### config.mk
export PLATFORM = sky130hd
export DESIGN_NAME = bus_dma_master
export DESIGN_NICKNAME = d
export VERILOG_FILES = /design/src/rtl/bus_dma_master.sv
export SDC_FILE = /design/constraint.sdc
export NUM_CORES = 1
export LEC_CHECK = 0
export CORE_UTILIZATION = 30
export CTS_CLUSTER_DIAMETER = 60
export DETAILED_ROUTE_END_ITERATION = 6
export PLACE_DENSITY_LB_ADDON = 0.1
export SKIP_CTS_REPAIR_TIMING = 1
export SLEW_MARGIN = 20
export SYNTH_ARGS = -nofsm -noshare
export SYNTH_HDL_FRONTEND = slang
export SYNTH_SLANG_ARGS = --single-unit
### constraint.sdc
create_clock -name i_clk -period 3.6 [get_ports i_clk]
set_clock_uncertainty 0.1 [all_clocks]
set_input_delay 0.72 -clock i_clk [delete_from_list [all_inputs] [get_ports i_clk]]
set_output_delay 0.72 -clock i_clk [all_outputs]
set_load 0.1 [all_outputs]
### src/rtl/bus_dma_master.sv
// -----------------------------------------------------------------------------
// bus_dma_master
//
// Single-channel bus master that copies a block of words from one bus address
// range to another. It drives the slave fabric (address decoder, SRAM, timer)
// directly: it presents the address, write data and the active-low write strobe,
// and it takes the muxed read data back from the slaves.
//
// Reads rely on the slaves' synchronous read. The read address is held for
// READ_LAT+1 cycles, so the slave select stays valid while the data is captured.
//
// Build option:
//   DMA_FILL_EN  Adds i_fill and i_pattern. With i_fill=1 the source is not
//                read, and every destination word gets i_pattern at one word
//                per cycle. When the macro is undefined, only copy is built.
//
// Ports:
//   i_clk        clock, rising edge
//   i_reset      asynchronous reset, active high
//   i_start      request, sampled only in IDLE
//   i_src        source start address, captured on accepted start
//   i_dst        destination start address, captured on accepted start
//   i_len        word count, captured on accepted start
//   i_abort      stop the transfer early
//   i_fill       (DMA_FILL_EN) pattern fill instead of copy
//   i_pattern    (DMA_FILL_EN) fill data
//   i_bus_rdata  muxed slave read data
//   o_busy       high from the cycle after an accepted start until back in IDLE
//   o_done       1-cycle pulse, transfer completed
//   o_aborted    1-cycle pulse, transfer ended by abort
//   o_bus_addr   bus address
//   o_bus_wdata  bus write data
//   o_bus_rw_    1 = read, 0 = write
//
// state | meaning
// ------+----------------------------------------------------------------
// IDLE  | waiting for start, bus parked at address 0 in read mode
// RD    | source address on the bus for READ_LAT+1 cycles, data captured
// WR    | one write cycle to the destination, pointers advance
// FIN   | one cycle, then the done/aborted pulse together with return to IDLE
// -----------------------------------------------------------------------------
module bus_dma_master #(
    parameter int BUS_ADDR_WIDTH = 10,
    parameter int DATA_WIDTH     = 16,
    parameter int LEN_WIDTH      = 8,
    parameter int READ_LAT       = 1
) (
    input  logic                      i_clk,
    input  logic                      i_reset,
    input  logic                      i_start,
    input  logic [BUS_ADDR_WIDTH-1:0] i_src,
    input  logic [BUS_ADDR_WIDTH-1:0] i_dst,
    input  logic [LEN_WIDTH-1:0]      i_len,
    input  logic                      i_abort,
`ifdef DMA_FILL_EN
    input  logic                      i_fill,
    input  logic [DATA_WIDTH-1:0]     i_pattern,
`endif
    input  logic [DATA_WIDTH-1:0]     i_bus_rdata,
    output logic                      o_busy,
    output logic                      o_done,
    output logic                      o_aborted,
    output logic [BUS_ADDR_WIDTH-1:0] o_bus_addr,
    output logic [DATA_WIDTH-1:0]     o_bus_wdata,
    output logic                      o_bus_rw_
);

    localparam int WAIT_W = (READ_LAT < 1) ? 1 : $clog2(READ_LAT + 1);

    typedef enum logic [1:0] {
        S_IDLE = 2'd0,
        S_RD   = 2'd1,
        S_WR   = 2'd2,
        S_FIN  = 2'd3
    } state_t;

    state_t                    r_state, w_state_nxt;
    logic [BUS_ADDR_WIDTH-1:0] r_src_ptr, w_src_nxt;
    logic [BUS_ADDR_WIDTH-1:0] r_dst_ptr, w_dst_nxt;
    logic [LEN_WIDTH-1:0]      r_count, w_count_nxt;
    logic [DATA_WIDTH-1:0]     r_buf, w_buf_nxt;
    logic [WAIT_W-1:0]         r_wait, w_wait_nxt;
    logic                      r_abt, w_abt_nxt;

    logic                      r_busy, w_busy_nxt;
    logic                      r_done, w_done_nxt;
    logic                      r_aborted, w_aborted_nxt;
    logic [BUS_ADDR_WIDTH-1:0] r_bus_addr, w_addr_nxt;
    logic [DATA_WIDTH-1:0]     r_bus_wdata, w_wdata_nxt;
    logic                      r_bus_rw_, w_rw_nxt;

    // Fill mode selection. In IDLE the values come straight from the inputs so
    // that the first fill write already carries the pattern being captured.
    logic                      w_fill_sel;
    logic [DATA_WIDTH-1:0]     w_pattern_sel;

`ifdef DMA_FILL_EN
    logic                      r_fill;
    logic [DATA_WIDTH-1:0]     r_pattern;

    always_ff @(posedge i_clk or posedge i_reset) begin
        if (i_reset) begin
            r_fill    <= 1'b0;
            r_pattern <= '0;
        end else if (r_state == S_IDLE && i_start) begin
            r_fill    <= i_fill;
            r_pattern <= i_pattern;
        end
    end

    assign w_fill_sel    = (r_state == S_IDLE) ? i_fill    : r_fill;
    assign w_pattern_sel = (r_state == S_IDLE) ? i_pattern : r_pattern;
`else
    assign w_fill_sel    = 1'b0;
    assign w_pattern_sel = '0;
`endif

    always_ff @(posedge i_clk or posedge i_reset) begin
        if (i_reset) begin
            r_state     <= S_IDLE;
            r_src_ptr   <= '0;
            r_dst_ptr   <= '0;
            r_count     <= '0;
            r_buf       <= '0;
            r_wait      <= '0;
            r_abt       <= 1'b0;
            r_busy      <= 1'b0;
            r_done      <= 1'b0;
            r_aborted   <= 1'b0;
            r_bus_addr  <= '0;
            r_bus_wdata <= '0;
            r_bus_rw_   <= 1'b1;
        end else begin
            r_state     <= w_state_nxt;
            r_src_ptr   <= w_src_nxt;
            r_dst_ptr   <= w_dst_nxt;
            r_count     <= w_count_nxt;
            r_buf       <= w_buf_nxt;
            r_wait      <= w_wait_nxt;
            r_abt       <= w_abt_nxt;
            r_busy      <= w_busy_nxt;
            r_done      <= w_done_nxt;
            r_aborted   <= w_aborted_nxt;
            r_bus_addr  <= w_addr_nxt;
            r_bus_wdata <= w_wdata_nxt;
            r_bus_rw_   <= w_rw_nxt;
        end
    end

    always_comb begin
        w_state_nxt   = r_state;
        w_src_nxt     = r_src_ptr;
        w_dst_nxt     = r_dst_ptr;
        w_count_nxt   = r_count;
        w_buf_nxt     = r_buf;
        w_wait_nxt    = r_wait;
        w_abt_nxt     = r_abt;
        w_done_nxt    = 1'b0;
        w_aborted_nxt = 1'b0;

        case (r_state)
            S_IDLE: begin
                // A concurrent abort is ignored here: the start is taken.
                if (i_start) begin
                    w_src_nxt   = i_src;
                    w_dst_nxt   = i_dst;
                    w_count_nxt = i_len;
                    w_abt_nxt   = 1'b0;
                    w_wait_nxt  = WAIT_W'(READ_LAT);
                    if (i_len == '0) begin
                        w_state_nxt = S_FIN;
                    end else if (w_fill_sel) begin
                        w_state_nxt = S_WR;
                    end else begin
                        w_state_nxt = S_RD;
                    end
                end
            end
            S_RD: begin
                if (i_abort) begin
                    // The pending read is dropped and no write is issued.
                    w_state_nxt = S_FIN;
                    w_abt_nxt   = 1'b1;
                end else if (r_wait == '0) begin
                    w_buf_nxt   = i_bus_rdata;
                    w_state_nxt = S_WR;
                end else begin
                    w_wait_nxt = r_wait - WAIT_W'(1);
                end
            end
            S_WR: begin
                // The write on the bus this cycle always completes.
                w_src_nxt   = r_src_ptr + BUS_ADDR_WIDTH'(1);
                w_dst_nxt   = r_dst_ptr + BUS_ADDR_WIDTH'(1);
                w_count_nxt = r_count - LEN_WIDTH'(1);
                w_wait_nxt  = WAIT_W'(READ_LAT);
                if (i_abort) begin
                    w_state_nxt = S_FIN;
                    w_abt_nxt   = 1'b1;
                end else if (r_count == LEN_WIDTH'(1)) begin
                    w_state_nxt = S_FIN;
                end else if (w_fill_sel) begin
                    w_state_nxt = S_WR;
                end else begin
                    w_state_nxt = S_RD;
                end
            end
            S_FIN: begin
                w_state_nxt   = S_IDLE;
                w_done_nxt    = ~r_abt;
                w_aborted_nxt = r_abt;
                w_abt_nxt     = 1'b0;
            end
            default: begin
                w_state_nxt = S_IDLE;
            end
        endcase

        // The bus outputs are registered, so they are derived from the state
        // being entered. This keeps them aligned with the state cycle.
        w_busy_nxt  = (w_state_nxt != S_IDLE);
        w_addr_nxt  = '0;
        w_rw_nxt    = 1'b1;
        w_wdata_nxt = r_bus_wdata;
        case (w_state_nxt)
            S_RD: begin
                w_addr_nxt = w_src_nxt;
            end
            S_WR: begin
                w_addr_nxt  = w_dst_nxt;
                w_rw_nxt    = 1'b0;
                w_wdata_nxt = w_fill_sel ? w_pattern_sel : w_buf_nxt;
            end
            default: begin
                w_addr_nxt = '0;
            end
        endcase
    end

    assign o_busy      = r_busy;
    assign o_done      = r_done;
    assign o_aborted   = r_aborted;
    assign o_bus_addr  = r_bus_addr;
    assign o_bus_wdata = r_bus_wdata;
    assign o_bus_rw_   = r_bus_rw_;

endmodule

# Word-level counts from Yosys, hierarchy flattened
# Index checks and enable logic that the tools add are counted.
# Widths: inputs -> output; s select.
[totals]
elab_cells = 63
inputBits = 48
out_inout_bits = 30
register_bits = 78
[classes]
n_addsub = 4
eq_ne = 9
n_reduce_logical = 9
bitwise_logic = 1
muxes = 27
[op_table]
columns = ["operator", "n"]
rows = [
  ["$pmux 10 s2", 3],
  ["$mux 16", 3],
  ["$add 10x1->10 const B", 2],
  ["$mux 10", 2],
  ["$pmux 8 s2", 1],
  ["$mux 2", 6],
  ["$eq 8x1->1 const B", 1],
  ["$logic_not 8->1", 1],
  ["$mux 1", 8],
  ["$mux 8", 1],
  ["$pmux 2 s4", 1],
  ["$sub 8x1->8 const B", 1],
  ["$eq 2x2->1 const B", 3],
  ["$pmux 1 s3", 2],
  ["$eq 2x1->1 const B", 2],
  ["$ne 2x2->1 const B", 2],
  ["$reduce_and 2->1", 2],
  ["$reduce_bool 2->1", 2],
  ["$reduce_and 3->1", 1],
  ["$reduce_bool 3->1", 1],
  ["$logic_not 2->1", 1],
  ["$ne 2x1->1 const B", 1],
  ["$reduce_or 2->1", 1],
  ["$not 1->1", 1],
  ["$sub 1x1->1 const B", 1],
]

# Logic depth before layout (Yosys ltp)
[logic_depth]
word_depth = 6
mapped_depth = 11

# Worst setup path after synthesis
# No wires, ideal clock.
[synth_timing]
kind = "input -> register"
from = "in i_len[0]"
to = "reg r_bus_wdata[0] (netlist: o_bus_wdata[0])"
arrival_time_ps = 2291
required_ps = 3428
n_path_buf = 2
setup_ps = 72
stages = 9
slack_ps = 1137
cell_sequence = "nor4_1 nand3_1 o211a_1 nor2_1 ha_1 clkbuf_1 clkbuf_1 nor2_1 nor2_1"
[synth_via]
elab_chain_len = 5
[synth_lines]
columns = ["item", "line", "source"]
rows = [
  ["start, declared", "53", "input logic [LEN_WIDTH-1:0] i_len,"],
  ["$logic_not 8->1", "170", "if (i_len == '0) begin"],
  ["$mux 2", "170", ""],
  ["$mux 2", "164", "if (i_start) begin"],
  ["$pmux 2 s4", "161", "case (r_state)"],
  ["via w_state_nxt[1]", "77", "state_t r_state, w_state_nxt;"],
  ["$eq 2x2->1", "225", "case (w_state_nxt)"],
  ["end signal, assigned", "145", "r_bus_wdata <= w_wdata_nxt;"],
  ["end, declared", "89", "logic [DATA_WIDTH-1:0] r_bus_wdata, w_wdata_nxt;"],
]
# The timed path passes the listed nets, and every way through them passes these cells.
# A chain may end at the register's enable or synchronous reset.

# Worst setup path in the final report
[layout_timing]
from = "in i_start"
to = "reg r_bus_addr[9] (netlist: o_bus_addr[9])"
[layout_via]
elab_chain_len = 4
elab_cells_between_ends = 9
[layout_lines]
columns = ["item", "line", "source"]
rows = [
  ["start, declared", "50", "input logic i_start,"],
  ["$mux 2", "164", ""],
  ["$pmux 2 s4", "161", ""],
  ["$eq 2x2->1 / $eq 2x1->1 (equally long branches)", "225", ""],
  ["$pmux 10 s2 *", "225", ""],
  ["via w_addr_nxt[9]", "88", "logic [BUS_ADDR_WIDTH-1:0] r_bus_addr, w_addr_nxt;"],
  ["end signal, assigned", "144", "r_bus_addr <= w_addr_nxt;"],
  ["end, declared", "88", ""],
]
# Mark *: on every way through the listed nets, which the timed path passes. The rest lies on a longest branch.

==> run metrics <==
final WL=around 9500 um; pin slew with the least headroom to its limit=between 0.9 and 1 ns; drt pass-1 iters=4; Sequential cell area=roughly 2000 um^2; CTS tree=done; HPWL after DPL=roughly 6600 um; Sink Count=78; Hold Crit Depth=1; mapped cell area=3747 um^2; Syn Nets=between 400 and 500; Worst-path clk slew=~0.06 ns; Max-Slew Margin vs Limit=33.85%; CP max stage delay=about 0.70 ns; worst path cell trace=clkdlybuf4s50_1, nand3_1, o211a_1, or2_2, ha_1, nand2_1, inv_1, a32o_1; gpl congestion=about 0.77; first-pass GRT wire length=~16,000 um; final hold vios=0; All-Layer GR Usage=16.36%; fin crit share=between 70% and 80%; Via density=4.783; crit start category=input port; WS Path Type=in2reg; Synth Area in Adders=under 10%; crit path capture type=flip-flop; synthesis-stage register bit count=78; Ant. Diodes=0; Syn. warnings=0; synthesized area per cell=approximately 10 um^2; Final ANT Viol Nets=0; hold crit path type=reg2reg; Final Max Tran Viols=0; Die X=around 110 um; worst r2r path cells=10; Post-synth ARST share=between 90% and 100%; # port buffers=slightly below 80; Clock Path Buffers=2; Core ar.=approximately 12,000 um^2; Placement Rows=40; CP max-delay cell=clkdlybuf4s50_1; fillers=1,233; number of flops mapped to enable cells by yosys=0; Cells after Synth=approximately 370; Die Footprint=12,940 um^2; initial antenna violation count=0; 1st-iter DRT viols=between 150 and 200; DR WL/cell=approximately 15 um; max cap viols=0; status=completed; Req. time, crit path=around 3.7 ns; Post-route DRC=0; Clock Latency Late Sink=between 0.3 and 0.4 ns; largest family of logic cells by synthesized area=simple AND/OR/NAND/NOR gates; register area share after synthesis=a little over half; cts bufs inserted=9; Compound-Gate Fraction of Synth Area=13.69%; die height=around 110 um; CTS Root Cell=clkbuf_16; DR vias=2,956; top_reg_cell synth=dfrtp_1; Buf/Inv on CP=2; Multi-input gate area=1612 um^2; Levels on crit path=8; critical path's top delay family=buffers and inverters; IO Pins=78; post-synthesis mux area share=6.244%; GR Overflow Total=0; final net count=approximately 510; Synth Area in XOR/XNOR=between 2 and 3%; Fmax=359.4 MHz; # setup viols final=0; Initial Utilization=30.94%; fin crit period=around 2.8 ns; layout cell share with drive strength beyond 1=between 10% and 20%; pin count of the biggest net entering global routing=between 40 and 50; H-Tree Depth=3; crit-path max FO=10; vias in the first global route=about 3,200; Unique masters post-synth=54; setup TNS=0 ns; RSZ-0062 raised after global routing=no; Area Overhead vs Synth=32.92%; Post-Synth Simple-Gate Area=about 16%; CP Data Arrival Time=just under 3 ns
registers in the layout, indices dropped and copies added, names as in the netlist:
name and count:
o_bus_addr 10, r_dst_ptr 10, o_aborted 1, r_state 2
r_src_ptr 10, o_done 1, r_abt 1, o_bus_wdata 16
r_count 8, r_buf 16, o_busy 1, r_wait 1
o_bus_rw_ 1
layout by cell type (no fill, tap or decap), drive strengths merged, types with 2 or more instances in the layout:
master         Yosys  layout
dfrtp             77      77
clkdlybuf4s50      0      68
nor2              58      58
nand2             28      28
inv               21      21
buf                9      17
mux2              16      16
nand3             13      13
o21ai             13      13
clkbuf             8      13
a21oi             12      12
ha                12      12
o22ai             10      10
a22oi              9       9
a222oi             8       8
xnor2              7       7
o22a               6       6
nor3               5       5
nand4              5       5
nor2b              5       5
mux2i              5       5
nand2b             4       4
nor4               4       4
xor2               4       4
a21o               2       2
a221oi             2       2
o211ai             2       2
nand3b             2       2
and2               2       2
and4               2       2
clkinv             1       2
through the flow:
step,hold WS [ns],cells,setup WS [ns],area (um^2),util (%)
after floorplan,0.3177,366,0.7866,3747,-
after global placement,0.3397,602,0.5000,4678,38.63
after detailed placement,0.3485,602,0.4471,4678,38.63
after CTS,0.3550,618,0.8150,4981,41.13
after global routing,0.3667,618,0.6896,4981,41.13
final,0.3479,618,0.8175,4981,41.13
cell usage after synthesis, types with 2 or more instances:
cell type   n  area, um^2
o22a_1      6       52.55
mux2_1      5       56.30
a222oi_1    8       80.08
nand2_1    28       105.1
mux2_2     11       123.9
nor4_1      4       25.02
nor2b_1     5       31.28
xnor2_1     7       61.31
o211ai_1    2       15.01
a21oi_1    12       60.06
o21ai_1     2       10.01
xor2_1      4       35.03
a221oi_1    2       17.52
a22oi_1     9       67.56
nor2_1     57       214.0
nand3_1    13       65.06
mux2i_1     4       40.04
nand4_1     5       31.28
dfrtp_1    77        1927
o21ai_0    10       50.05
a21o_1      2       15.01
nand3b_1    2       15.01
buf_6       2       22.52
ha_1       12       150.1
buf_2       5       25.02
o22ai_1    10       62.56
clkbuf_1    8       30.03
inv_1      21       78.83
nor3_1      5       25.02
nand2b_1    4       25.02
final cells by class:
class | instances | area share, %
Sequential cell | 78 | 39.21
Multi-Input combinational cell | 249 | 32.35
Timing Repair Buffer | 85 | 16.48
Clock buffer | 13 | 5.225
Tap cell | 168 | 4.220
Inverter | 22 | 1.658
Clock inverter | 3 | 0.8541
logic make-up after synthesis:
kind of cell | after synthesis
flops | 78
fa+ha+maj | 12
buf+inv | 39
compound gates | 72
simple gates | 133
xor+xnor | 11
mux | 21
final timing paths:
| check | slack (ns) | endpoint | start |
|---|---|---|---|
| hold reg to reg | 0.35 | o_done$_DFF_PP0_ | r_abt$_DFFE_PP0P_ |
| setup reg to reg | 0.95 | o_bus_addr[9]$_DFF_PP0_ | r_state[1]$_DFF_PP0_ |
| max in group asynchronous | 1.96 | r_count[7]$_DFFE_PP0P_ | i_reset |
| min in group asynchronous | 0.74 | r_buf[3]$_DFF_PP0_ | i_reset |
| hold / removal | 0.35 | o_done$_DFF_PP0_ | r_abt$_DFFE_PP0P_ |
| setup / recovery | 0.82 | o_bus_addr[9]$_DFF_PP0_ | i_start |
metal layers:
| layer | track usage [%] | share of wire, % |
|---|---|---|
| met5 | 0 | 0 |
| met4 | 7.719 | 1.7 |
| met3 | 5.048 | 6.8 |
| met2 | 25.53 | 44 |
| met1 | 20.70 | 47 |
Power is left out: the tool's default activity adds up to more than one toggle a clock period on the data nets, which glitch-free logic cannot reach.
